<file path="src/rtl/sobel_window_3x3.sv">
// rtl/sobel_window_3x3.sv - 3x3 Sobel |Gx|+|Gy| over three aligned line streams; SOBEL_THRESHOLD_EN selects binary output
module sobel_window_3x3 #(
  parameter int COLORDEPTH = 8,
  parameter int LATENCY    = 3
`ifdef SOBEL_THRESHOLD_EN
  ,
  parameter int THRESHOLD  = 128
`endif
) (
  input  logic                  clk,
  input  logic                  rst,
  input  logic [COLORDEPTH-1:0] row0_i,
  input  logic [COLORDEPTH-1:0] row1_i,
  input  logic [COLORDEPTH-1:0] row2_i,
  input  logic                  dv_i,
  input  logic                  hs_i,
  input  logic                  vs_i,
  output logic [COLORDEPTH-1:0] data_o,
  output logic                  dv_o,
  output logic                  hs_o,
  output logic                  vs_o
);

  // Four guard bits hold the signed 4*max swing of each gradient and the
  // unsigned sum of both magnitudes without overflow.
  localparam int W = COLORDEPTH + 4;
  localparam logic [W-1:0] PIX_MAX = {4'b0000, {COLORDEPTH{1'b1}}};
`ifdef SOBEL_THRESHOLD_EN
  localparam logic [W-1:0] THR = W'(THRESHOLD);
`endif

  // win[r][c]: r=0 newest line, c=2 newest column
  logic [COLORDEPTH-1:0] win [0:2][0:2];
  logic [1:0]            col_cnt;
  logic [1:0]            row_cnt;
  logic [LATENCY-1:0]    dv_dly;
  logic [LATENCY-1:0]    hs_dly;
  logic [LATENCY-1:0]    vs_dly;
  logic                  valid_win;
  logic                  tag1;
  logic                  tag2;
  logic signed [W-1:0]   gx;
  logic signed [W-1:0]   gy;
  logic [W-1:0]          abs_gx;
  logic [W-1:0]          abs_gy;
  logic [W-1:0]          mag;
  logic [COLORDEPTH-1:0] sat;
  logic [COLORDEPTH-1:0] pix_next;

  function automatic logic signed [W-1:0] ext(input logic [COLORDEPTH-1:0] x);
    return $signed({4'b0000, x});
  endfunction

  // A window is complete once three columns of the current run and two
  // earlier lines of the frame have been seen.
  assign valid_win = dv_i && (col_cnt == 2'd2) && (row_cnt == 2'd2);

  // Stage 1: shift the newest column in on every valid pixel, hold otherwise
  always_ff @(posedge clk) begin
    if (rst) begin
      for (int r = 0; r < 3; r++) begin
        for (int c = 0; c < 3; c++) begin
          win[r][c] <= '0;
        end
      end
    end else if (dv_i) begin
      for (int r = 0; r < 3; r++) begin
        win[r][0] <= win[r][1];
        win[r][1] <= win[r][2];
      end
      win[0][2] <= row0_i;
      win[1][2] <= row1_i;
      win[2][2] <= row2_i;
    end
  end

  // Stage 1: border counters and the validity tag that rides with the window
  always_ff @(posedge clk) begin
    if (rst) begin
      col_cnt <= 2'd0;
      row_cnt <= 2'd0;
      tag1    <= 1'b0;
    end else begin
      tag1 <= valid_win;
      if (!dv_i) begin
        col_cnt <= 2'd0;
      end else if (col_cnt < 2'd2) begin
        col_cnt <= col_cnt + 2'd1;
      end
      // Any dv gap counts as a line end; vsync wins over the increment
      if (vs_i) begin
        row_cnt <= 2'd0;
      end else if (dv_dly[0] && !dv_i && (row_cnt < 2'd2)) begin
        row_cnt <= row_cnt + 2'd1;
      end
    end
  end

  // Sync delay line: dv/hs/vs pass through untouched, LATENCY clocks late
  always_ff @(posedge clk) begin
    if (rst) begin
      dv_dly <= '0;
      hs_dly <= '0;
      vs_dly <= '0;
    end else begin
      dv_dly <= {dv_dly[LATENCY-2:0], dv_i};
      hs_dly <= {hs_dly[LATENCY-2:0], hs_i};
      vs_dly <= {vs_dly[LATENCY-2:0], vs_i};
    end
  end

  // Stage 2: signed horizontal and vertical gradients of the window
  always_ff @(posedge clk) begin
    if (rst) begin
      gx   <= '0;
      gy   <= '0;
      tag2 <= 1'b0;
    end else begin
      gx   <= (ext(win[0][0]) + (ext(win[1][0]) <<< 1) + ext(win[2][0]))
            - (ext(win[0][2]) + (ext(win[1][2]) <<< 1) + ext(win[2][2]));
      gy   <= (ext(win[2][0]) + (ext(win[2][1]) <<< 1) + ext(win[2][2]))
            - (ext(win[0][0]) + (ext(win[0][1]) <<< 1) + ext(win[0][2]));
      tag2 <= tag1;
    end
  end

  // Stage 3 combinational: magnitude, saturation, optional threshold, blanking
  always_comb begin
    abs_gx   = gx[W-1] ? $unsigned(-gx) : $unsigned(gx);
    abs_gy   = gy[W-1] ? $unsigned(-gy) : $unsigned(gy);
    mag      = abs_gx + abs_gy;
    sat      = (mag > PIX_MAX) ? {COLORDEPTH{1'b1}} : mag[COLORDEPTH-1:0];
`ifdef SOBEL_THRESHOLD_EN
    pix_next = ({4'b0000, sat} >= THR) ? {COLORDEPTH{1'b1}} : {COLORDEPTH{1'b0}};
`else
    pix_next = sat;
`endif
    if (!tag2 || !dv_dly[1]) begin
      pix_next = '0;
    end
  end

  // Stage 3: output pixel register
  always_ff @(posedge clk) begin
    if (rst) begin
      data_o <= '0;
    end else begin
      data_o <= pix_next;
    end
  end

  assign dv_o = dv_dly[LATENCY-1];
  assign hs_o = hs_dly[LATENCY-1];
  assign vs_o = vs_dly[LATENCY-1];

endmodule

</file>
<file path="config.mk">
export PLATFORM = sky130hd
export DESIGN_NAME = sobel_window_3x3
export DESIGN_NICKNAME = d
export VERILOG_FILES = /design/src/rtl/sobel_window_3x3.sv
export SDC_FILE = /design/constraint.sdc
export NUM_CORES = 1
export LEC_CHECK = 0
export CORE_MARGIN = 10
export CORE_UTILIZATION = 35
export DETAILED_ROUTE_END_ITERATION = 7
export PLACE_DENSITY_LB_ADDON = 0.3
export SYNTH_ARGS = -nofsm -noshare
export SYNTH_HDL_FRONTEND = slang
export SYNTH_SLANG_ARGS = --single-unit
</file>
<file path="constraint.sdc">
create_clock -name clk -period 8.44 [get_ports clk]
set_clock_uncertainty 0.15 [all_clocks]
set_input_delay 1.688 -clock clk [delete_from_list [all_inputs] [get_ports clk]]
set_output_delay 1.688 -clock clk [all_outputs]
set_load 0.02 [all_outputs]
</file>
After elaboration in Yosys (flattened, before gate mapping)
Memory sizes are Yosys's and may differ from the RTL's.
Cells that the tools add are included.

storage, ports and cells
  register bits after elaboration = 47
  RAM bits = 72
  bits of input ports = 29
  output and inout bits = 11
  word-level logic and storage cells = 69
  memories = 1

cells by class
  $add $sub $neg = 15
  $lt $le $gt $ge = 3
  equal/unequal tests = 2
  multiplexer cells = 17
  bitwise logic cells = 10
  reduce and logical (&&, ||, !) cells = 11

memory list
  memory  words  bits a word  rd ports  clocked after memory_dff  write ports  line  source
  win     3      24           3         0                         3            33    logic [COLORDEPTH-1:0] win [0:2][0:2];

operator list
  cell                   number
  $mux W8                10
  $add A10 B8 Y11        4
  $add A8 B9 Y10         4
  $mux W12               2
  $neg A12 Y12           2
  $sub A11 B11 Y12       2
  $add A12 B12 Y12       1
  $gt A12 B8 Y1 const B  1
  $or A1 B1 Y1           9
  $reduce_or A2 Y1       3
  $mux W1                5
  $add A2 B1 Y2 const B  2
  $eq A2 B2 Y1 const B   2
  $logic_and A1 B1 Y1    4
  $lt A2 B2 Y1 const B   2
  $logic_not A1 Y1       3
  $logic_or A1 B1 Y1     1
  $not A1 Y1             1

Logic depth before layout (Yosys ltp)
  word-level depth = 5
  mapped depth = 15
  depth with buffers taken out = 15

Worst setup path before layout
Ideal clock, no wire load.

  kind = reg-to-reg
  start point = memory win[0][2] (netlist name)
  end point = register gx[10]
  library setup time = 0.114 ns
  arrival = 3.570 ns
  data required time = 8.176 ns
  slack = 4.605 ns
  cell stages (with the launch flop) = 15
  path buffers = 0
  period minus slack after synthesis = 3.835 ns
  cell sequence = edfxtp_1 > inv_1 > fa_1 > inv_1 > fa_1 > inv_1 > fa_1 > ha_1 > a21o_1 > a21oi_1 > nand2b_1 > a21boi_1 > o41ai_1 > nor2_1 > a2111oi_0

RTL lines
  element                 line  source
  start: declaration      33
  end signal: assignment  119   gx <= (ext(win[0][0]) + (ext(win[1][0]) <<< 1) + ext(win[2][0]))
  end: declaration        42    logic signed [W-1:0] gx;

==> impl_metrics.toml <==
[power]
peakVddDrop_mv = 0.186
total_power_w = 0.00305
power.leakage_nw = 3.37
cellPowerDensity_nw_per_um2 = 368

[timing]
final-setup-viol-count = 0
post-route-period-util_pct = 50.3
rsz0062_at_grt = "false"
max_clock_freq_mhz = 236
final_max_slew_viol_count = 0
finalHoldViolCount = 0
timing.final.crit_period_ns = 4.25
timing.slew.headroom_pct = 26.5
fin_setup_tns_ns = 0
worst_pin_slew_ns = 1.10

[hold_path]
holdPathStages = 1
hold_class = "reg -> reg"
hp-start = "vs_dly[1]"
hold_path_end = "vs_dly[2]"

[yosys]
async_flop_share_pct = 0
ys_seq_area_share_pct = 44.6
synth_fp_nets = 736
synth_ff_type = "edfxtp_1"
synth.avg_cell_area_um2 = 11.5
syn_area_um2 = 6960
yosysWarnings = 0
synth_edf_count = 72
synth_cell_types = 39
synthCells = 605
synth-seq-cells = 119

[route]
drc = 0
detail-route-antenna-nets = 0
dr.first_iter.drc_count = 94
route.detailed.wl_per_inst_um = 13.1
dr.pass1.iters = 4
viasPerCell = 4.39
wirelength_mm = 12.2
vias = 4090

[floorplan]
core_area_um2 = 19500
rows = 51
die_x_um = 161
die_area_um2 = 25900
start_util_pct = 35.7
ioPinCount = 40
die_y_um = 161

[cts]
cts_made_buffers = 17
cts_hold_buf = 0
post_cts.repair.setup_buffers = 0
clk_latency_ns = 0.41
cts_resized = 0
ctsHtreeMaxLevel = 4
clockRootBuffer = "clkbuf_16"
cts_max_path_buffers = 2
cts_tree = "done"
clock_sinks = 119
path_clk_slew_ns = 0.05

[worst_setup_path]
required_ns = 8.56
r2r_end = "gx[10]"
crit_chain = "inv_1 > fa_1 > inv_1 > fa_1 > inv_1 > fa_1 > ha_1 > a21o_1 > a21oi_1 > nand2b_1 > a21boi_1 > o41ai_1 > nor2_1 > a2111oi_0"
slowest_delay_ns = 0.52
critPathTopFamily = "adder cells"
worst-setup-path-type = "reg -> reg"
cp.buffers_inverters = 3
rr_worst_depth = 14
cp.arrival_ns = 4.36
reg2reg_from = "win[0][50]"
worstPathMaxFanout = 2
critPathLaunchType = "flop"
startpoint = "win[0][50]"
reg2reg_slack_ns = 4.19
crit_path_end_kind = "flop"
cpMaxStageDelayCell = "fa_1"

[placement]
gp_congestion = 0.831
dp_hpwl_mm = 9.31
io_buffer_count = 39

[grt]
grt_pass1_wl_mm = 21.1
grt_pass1_vias = 4481
overflow = 0
grt_start_max_net_pins = 73
antenna_found_initial = 0
track_usage_pct = 9.87

[final_layout]
final_nets = 784
n_fill_cell = 1883
drive_above_1_share_pct = 6.16
antennaDiodeCount = 0
syn_to_final_growth_pct = 18.9

[outcome]
outcome = "finished, final reports clean"

[flow_run]
maxCapViolCount = 0
## Yosys cell counts (4+ instances only)
cell      instances  area (um^2)
inv_1            81          304
edfxtp_1         72         2160
fa_1             63         1260
nor2_1           55          206
dfxtp_1          47          941
and2_1           43          269
ha_1             39          488
xnor2_1          31          272
o21ai_0          25          125
nor2b_1          17          106
nand2_1          15         56.3
nor3_1           15         75.1
a21oi_1          13         65.1
clkbuf_1         13         48.8
nand2b_1         12         75.1
a31oi_1          10         62.6
xor2_1            8         70.1
a211oi_1          6         45.0
or3_1             6         37.5
a21o_1            5         37.5
o31ai_1           4         30.0
## through the flow
step,setup slack [ns],area [um^2],cells,utilization (%),hold WS (ns)
final,4.19,8280,931,42.4,0.283
after global routing,3.84,8280,931,42.4,0.313
after CTS,4.13,8280,931,42.4,0.289
after detailed placement,3.96,7660,899,39.2,0.276
after global placement,4.00,7660,899,39.2,0.269
after floorplan,4.61,6960,605,-,0.264
## routing by layer
| layer | up-vias | global-route usage (%) | routed length, um |
|---|---|---|---|
| li1 | 2084 | - | - |
| met1 | 1940 | 11.6 | 5790 |
| met2 | 53 | 16.5 | 5820 |
| met3 | 13 | 2.97 | 352 |
| met4 | 0 | 4.09 | 186 |
| met5 | - | 0 | 0 |
## registers in the layout, indices dropped and copies added (netlist names)
name	count
win	72
dv_dly	3
tag2	1
vs_dly	3
hs_dly	3
tag1	1
col_cnt	2
gx	12
gy	12
data_o	8
row_cnt	2
## area by class of cell
type / instances / area, um^2 / share of cell area [%]
multi-input combinational: 392 / 3510 / 42.4
sequential: 119 / 3100 / 37.5
clock buffer: 28 / 571 / 6.89
timing repair buffer: 42 / 413 / 4.99
tap: 265 / 332 / 4.00
inverter: 81 / 304 / 3.67
clock inverter: 4 / 51.3 / 0.620
## worst max path at each step
stage	end	slack (ns)	cells after the start
final	gx[10]	4.19	14
after global routing	gx[10]	3.84	14
after CTS	gx[10]	4.13	14
after detailed placement	win[0][43]	3.96	6
after global placement	win[0][50]	4.00	6
after floorplan	gx[10]	4.61	14
## kinds of logic (layout without fill, tap and decap cells)
| family | Yosys count | after routing | synth area share (%) |
|---|---|---|---|
| and+or+nand+nor | 180 | 180 | 14.2 |
| AOI/OAI and AO/OA | 71 | 71 | 6.11 |
| buffers and inverters | 94 | 155 | 5.07 |
| xor gates and xnor gates | 39 | 39 | 4.91 |
| adders and majority gates | 102 | 102 | 25.1 |
| DFF | 119 | 119 | 44.6 |
## cells in the final DEF (no fill, tap or decap), drive strengths merged, types with 7 or more instances in the layout
master	n
xor2	8
nand2b	12
clkbuf	28
fa	63
dfxtp	47
clkdlybuf4s50	39
and2	43
nor3	16
or3	7
inv	81
a21oi	13
xnor2	31
edfxtp	72
o21ai	26
a31oi	10
ha	39
nor2b	17
nor2	55
nand2	15
## where the power goes
part           internal, W  leakage, nW  switching (W)
clock network     0.000490        0.302       0.000246
logic             0.000698         1.88       0.000847
registers         0.000700         1.18      0.0000667
total              0.00189         3.37        0.00116
(Power assumes the default switching activity.)
